[config.mk]
export PLATFORM = sky130hd
export DESIGN_NAME = top_up_arbiter
export DESIGN_NICKNAME = d
export VERILOG_FILES = /design/src/rtl/top_up_arbiter_pkg.sv /design/src/rtl/top_up_arbiter_rr_pick.sv /design/src/rtl/top_up_arbiter.sv
export SDC_FILE = /design/constraint.sdc
export NUM_CORES = 1
export LEC_CHECK = 0
export CORE_MARGIN = 8
export CORE_UTILIZATION = 47
export CTS_CLUSTER_SIZE = 10
export DETAILED_ROUTE_END_ITERATION = 8
export PLACE_DENSITY = 0.86
export SETUP_SLACK_MARGIN = 0.4
export SYNTH_ARGS = -nofsm -noshare
export SYNTH_HDL_FRONTEND = slang
export SYNTH_HIERARCHICAL = 1
export SYNTH_SLANG_ARGS = --single-unit
[constraint.sdc]
create_clock -name clk -period 6.2 [get_ports clk]
set_input_delay 0.62 -clock clk [delete_from_list [all_inputs] [get_ports clk]]
set_output_delay 0.62 -clock clk [all_outputs]
set_load 0.03 [all_outputs]
[src/rtl/top_up_arbiter_pkg.sv]
// Shared definitions for the top-up arbiter: FSM state encoding and the
// default station count, credit width and revenue width.
package top_up_arbiter_pkg;

  localparam int N_ST_DEF = 4;
  localparam int W_DEF    = 10;
  localparam int RW_DEF   = 16;

  typedef enum logic [1:0] {
    ST_IDLE   = 2'd0,
    ST_CHECK  = 2'd1,
    ST_COMMIT = 2'd2
  } state_e;

endpackage

[src/rtl/top_up_arbiter_rr_pick.sv]
// Round-robin picker: scans the request vector starting at the pointer,
// wrapping from the highest station back to station 0. Purely combinational.
module rr_pick
  import top_up_arbiter_pkg::*;
#(
  parameter int N_ST = N_ST_DEF,
  parameter int PW   = 2
) (
  input  logic [N_ST-1:0] req_i,
  input  logic [PW-1:0]   ptr_i,
  output logic            valid_o,
  output logic [PW-1:0]   idx_o
);

  logic [PW-1:0] cand;

  // Walk offsets from farthest to nearest so the nearest requester at or
  // after the pointer is the one left in idx_o.
  always_comb begin
    valid_o = 1'b0;
    idx_o   = '0;
    cand    = '0;
    for (int k = N_ST - 1; k >= 0; k--) begin
      cand = PW'((int'(ptr_i) + k) % N_ST);
      if (req_i[cand]) begin
        valid_o = 1'b1;
        idx_o   = cand;
      end
    end
  end

endmodule

[src/rtl/top_up_arbiter.sv]
// Cashier-path arbiter: grants one station's top-up at a time, rejects
// zero-credit or overflowing requests, loads the granted station counter
// and accumulates a saturating revenue total.
//
// Handshake: a station raises req[i] (level) with amt[i] stable and keeps it
// high until it sees ack[i] or nack[i] for one cycle; dropping req[i] before
// the check stage completes silently abandons the request, dropping it later
// does not cancel the commit.
module top_up_arbiter
  import top_up_arbiter_pkg::*;
#(
  parameter int N_ST = N_ST_DEF,
  parameter int W    = W_DEF,
  parameter int RW   = RW_DEF
) (
  input  logic              clk,
  input  logic              rst,
  input  logic [N_ST-1:0]   req,
  input  logic [N_ST*W-1:0] amt,
  input  logic [N_ST*W-1:0] remain_i,
  output logic [N_ST-1:0]   set_o,
  output logic [W-1:0]      money_o,
  output logic [N_ST-1:0]   ack,
  output logic [N_ST-1:0]   nack,
  output logic              busy,
  output logic [RW-1:0]     revenue,
  output logic [1:0]        state_o
);

  localparam int PW = (N_ST > 1) ? $clog2(N_ST) : 1;
  localparam int SW = ((RW > W) ? RW : W) + 1;
  localparam logic [SW-1:0] REV_MAX = {{(SW - RW){1'b0}}, {RW{1'b1}}};

  state_e            state_q;
  logic [PW-1:0]     ptr_q;
  logic [PW-1:0]     idx_q;
  logic [W-1:0]      amt_q;
  logic [N_ST-1:0]   set_q;
  logic [W-1:0]      money_q;
  logic [N_ST-1:0]   ack_q;
  logic [N_ST-1:0]   nack_q;
  logic              busy_q;
  logic [RW-1:0]     revenue_q;

  logic [W-1:0]      amt_a    [N_ST];
  logic [W-1:0]      remain_a [N_ST];
  logic              pick_valid;
  logic [PW-1:0]     pick_idx;
  logic [W:0]        sum_chk;
  logic [PW-1:0]     ptr_d;
  logic [N_ST-1:0]   idx_onehot;
  logic [SW-1:0]     rev_sum;
  logic [RW-1:0]     revenue_d;

  for (genvar g = 0; g < N_ST; g++) begin : g_unpack
    assign amt_a[g]    = amt[g*W +: W];
    assign remain_a[g] = remain_i[g*W +: W];
  end

  rr_pick #(
    .N_ST (N_ST),
    .PW   (PW)
  ) u_pick (
    .req_i   (req),
    .ptr_i   (ptr_q),
    .valid_o (pick_valid),
    .idx_o   (pick_idx)
  );

  // One extra bit catches a station counter that would wrap past 2^W-1.
  assign sum_chk = {1'b0, remain_a[idx_q]} + {1'b0, amt_q};

  // Pointer moves just past the station that was answered.
  assign ptr_d = (idx_q == PW'(N_ST - 1)) ? '0 : idx_q + PW'(1);

  // Revenue add saturates instead of wrapping.
  assign rev_sum   = SW'(revenue_q) + SW'(amt_q);
  assign revenue_d = (rev_sum > REV_MAX) ? {RW{1'b1}} : rev_sum[RW-1:0];

  // Decode the latched station index into a one-hot strobe.
  always_comb begin
    idx_onehot        = '0;
    idx_onehot[idx_q] = 1'b1;
  end

  // Arbitration FSM with all strobes and status registered.
  always_ff @(posedge clk) begin
    if (rst) begin
      state_q   <= ST_IDLE;
      ptr_q     <= '0;
      idx_q     <= '0;
      amt_q     <= '0;
      set_q     <= '0;
      money_q   <= '0;
      ack_q     <= '0;
      nack_q    <= '0;
      busy_q    <= 1'b0;
      revenue_q <= '0;
    end else begin
      set_q   <= '0;
      money_q <= '0;
      ack_q   <= '0;
      nack_q  <= '0;
      case (state_q)
        ST_IDLE: begin
          if (pick_valid) begin
            idx_q   <= pick_idx;
            amt_q   <= amt_a[pick_idx];
            state_q <= ST_CHECK;
            busy_q  <= 1'b1;
          end
        end
        ST_CHECK: begin
          if (!req[idx_q]) begin
            state_q <= ST_IDLE;
            busy_q  <= 1'b0;
          end else if ((amt_q == '0) || sum_chk[W]) begin
            nack_q  <= idx_onehot;
            ptr_q   <= ptr_d;
            state_q <= ST_IDLE;
            busy_q  <= 1'b0;
          end else begin
            state_q <= ST_COMMIT;
          end
        end
        ST_COMMIT: begin
          set_q     <= idx_onehot;
          money_q   <= amt_q;
          ack_q     <= idx_onehot;
          revenue_q <= revenue_d;
          ptr_q     <= ptr_d;
          state_q   <= ST_IDLE;
          busy_q    <= 1'b0;
        end
        default: begin
          state_q <= ST_IDLE;
          busy_q  <= 1'b0;
        end
      endcase
    end
  end

  assign set_o   = set_q;
  assign money_o = money_q;
  assign ack     = ack_q;
  assign nack    = nack_q;
  assign busy    = busy_q;
  assign revenue = revenue_q;
  assign state_o = state_q;

endmodule

==> metrics.csv <==
stage,metric,value,unit
grt,initial antenna violation count,0,
routing,Vias,2937,
finish,Area Overhead vs Synth,43.8,%
setup_path,endpoint class of the critical path,flop,
finish,layout cells sized above 1,0.0831,
sta,Sum Neg Setup Slack,0,ns
placement,Final Wtd Congestion,0.840,
sta,fmax,313,MHz
floorplan,die width,98.0,um
logic_synthesis,Synth Register Bits,51,
sta,worst rel slew slack,0.387,
logic_synthesis,unique cell type count in the Yosys netlist,47,
power,pwr/cell area,202,nW/um^2
logic_synthesis,fraction of registers with async set/reset,0,
logic_synthesis,Synth area leader,dfxtp_1,
logic_synthesis,Synth top area share,0.323,
routing,DRT antenna net count,0,
clock_tree,"Clk Latency, worst-skew pair",0.30,ns
grt,number of global-route vias before repair,3157,
setup_path,WP data required,6.45,ns
routing,metal3 WL,674,um
logic_synthesis,Yosys warnings,6,
sta,Final setup viols,0,
routing,drt drc,0,
routing,uppermost layer routed,met4,
routing,drt first pass iters,4,
finish,"Non-Filler Cell Area, Final",4540,um^2
finish,"most common cell after layout, fill and taps aside",clkdlybuf4s50_1,
routing,met2 WL,4520,um
clock_tree,post-CTS sizing,0,
floorplan,cell row count,30,
routing,DR vias/cell,5.59,
sta,worst-margin pin slew,0.916,ns
setup_path,Setup CP Type,reg -> reg,
sta,crit path time final,3.20,ns
clock_tree,clk buf depth,2,
grt,largest net degree at the start of global routing,38,
grt,GRT Util Overall,0.184,
clock_tree,root buf cell,clkbuf_8,
sta,Final Hold Fails,0,
clock_tree,Num CTS Buffers,5,
logic_synthesis,number of enable flip-flop cells after synthesis,0,
clock_tree,H-tree depth,2,
clock_tree,postcts setup bufs,0,
power,leak pwr,1.68,nW
sta,Final Skew,0.00637,ns
routing,DR iter-0 viols,174,
sta,final worst-path cycle share,0.516,
floorplan,io pins,127,
floorplan,die area,9600,um^2
finish,most frequent cells in the layout,"clkdlybuf4s50_1 (126), dfxtp_1 (51), nand2_1 (38), ha_1 (26), nor2_1 (25)",
power,maximum VDD drop,0.103,mV
setup_path,arrival time worst endpoint,3.45,ns
floorplan,Die H,98.0,um
sta,Final Max Tran Viols,0,
logic_synthesis,main area contributors after synthesis,"dfxtp_1 (32%), mux4_2 (14%), ha_1 (10%), nand2_1 (4.5%), and2_1 (4.0%)",
outcome,outcome,completed,
finish,fin nets,557,
logic_synthesis,Cells after Synth,327,
placement,DP HPWL,7100,um
logic_synthesis,"Net Count, Synth",440,
logic_synthesis,Post-Syn Area,3160,um^2
sta,unrepaired setup endpoints after global routing,no,
logic_synthesis,mean area per synthesized cell,9.66,um^2
setup_path,startpoint types,flop,
setup_path,"Max FO, Critical Path",16,
routing,M1 WL,3400,um
logic_synthesis,post-synthesis sequential area ratio,0.323,
clock_tree,CTS Hold Bufs,0,
worst_hold_path,worst min path class,reg -> reg,
finish,ant diodes,0,
clock_tree,CTS Sinks,51,
routing,drt total wl,8750,um
grt,total grt overflow,0,
placement,DP Area,4440,um^2
clock_tree,CTS tree,built,
floorplan,area of the core,6640,um^2
grt,first-pass GRT wire length,14600,um
logic_synthesis,Synth Flop Type,dfxtp_1,
routing,Routed WL per cell,16.7,um
clock_tree,Clock Pin Slew Worst Setup and Hold Paths,0.10,ns
floorplan,Starting Density,0.475,
job,max_cap viols,0,
placement,Port Buffer Count,126,
==> Yosys cell counts (3+ instances only) <==
cell type   n
o21a_1      6
nand3_1     4
a2111oi_0   3
nand2_1    38
nor2b_1     3
a21oi_1    23
a211oi_1   13
clkbuf_1   11
buf_4       4
ha_1       26
a21o_1      4
xnor2_1     7
nand2b_1    4
xor2_1      4
inv_1      11
dfxtp_1    51
mux4_2     19
o21ai_0    10
and2_1     20
nor2_1     25
mux2i_1     3
nor3_1      4
==> worst max-delay path, cell delays in order (launching register included) <==
cell and delay [ns]:
dfxtp_1 0.90, mux4_1 0.65, ha_1 0.29, a31oi_1 0.09, o21ai_1 0.27, a21oi_2 0.13, nor4b_1 0.58, and2_1 0.22
==> stage by stage <==
step	power, mW	hold slack [ns]	utilization	setup slack (ns)	std cells
2_1_floorplan	0.597	0.474	-	3.27	327
3_3_place_gp	0.707	0.494	0.669	3.16	517
3_5_place_dp	0.721	0.502	0.669	3.03	517
4_1_cts	0.920	0.516	0.684	3.00	525
5_1_grt	0.972	0.545	0.684	2.70	525
6_report	0.916	0.511	0.684	3.00	525
==> final timing paths <==
check,from,to,slack (ns),cells after the start
setup / recovery,idx_q[0]$_SDFFE_PP0P_,nack[3]$_SDFF_PP0_,3.00,7
hold / removal,revenue[7]$_SDFFE_PP0N_,revenue[7]$_SDFFE_PP0N_,0.51,2
setup reg to reg,idx_q[0]$_SDFFE_PP0P_,nack[3]$_SDFF_PP0_,3.00,7
hold reg to reg,revenue[7]$_SDFFE_PP0N_,revenue[7]$_SDFFE_PP0N_,0.51,2
==> cell type report <==
cell class / count / area (um^2)
Fill cell: 535 / 2100
Multi-Input combinational cell: 247 / 2000
Timing Repair Buffer: 128 / 1280
Sequential cell: 51 / 1020
Tap cell: 80 / 100
Clock buffer: 6 / 82.6
Inverter: 11 / 41.3
Clock inverter: 2 / 16.3
==> power breakdown <==
group	total [mW]	switching, mW	internal [mW]
logic	0.320	0.144	0.176
registers	0.393	0.0424	0.350
clock network	0.204	0.112	0.0913
total	0.916	0.299	0.617
==> state kept, by name, indices dropped and copies added (netlist names) <==
register,cells
revenue,16
amt_q,10
money_o,10
ack,4
nack,4
idx_q,2
ptr_q,2
state_o,2
busy,1
==> layer usage <==
| layer | vias up | track usage |
|---|---|---|
| met5 | - | 0 |
| met4 | 0 | 0.0540 |
| met3 | 14 | 0.0562 |
| met2 | 122 | 0.339 |
| met1 | 1376 | 0.196 |
| li1 | 1425 | - |
==> logic make-up (layout without fill, tap and decap cells) <==
kind of cell	count (synthesis)	count (layout)	share of synthesized area
xor+xnor	11	11	0.0305
buf+inv	29	147	0.0420
flops	51	51	0.323
compound gates	76	76	0.165
fa+ha+maj	27	27	0.109
simple gates	108	108	0.164
mux	25	25	0.166
Note: power is estimated with default switching activity, not from simulation.
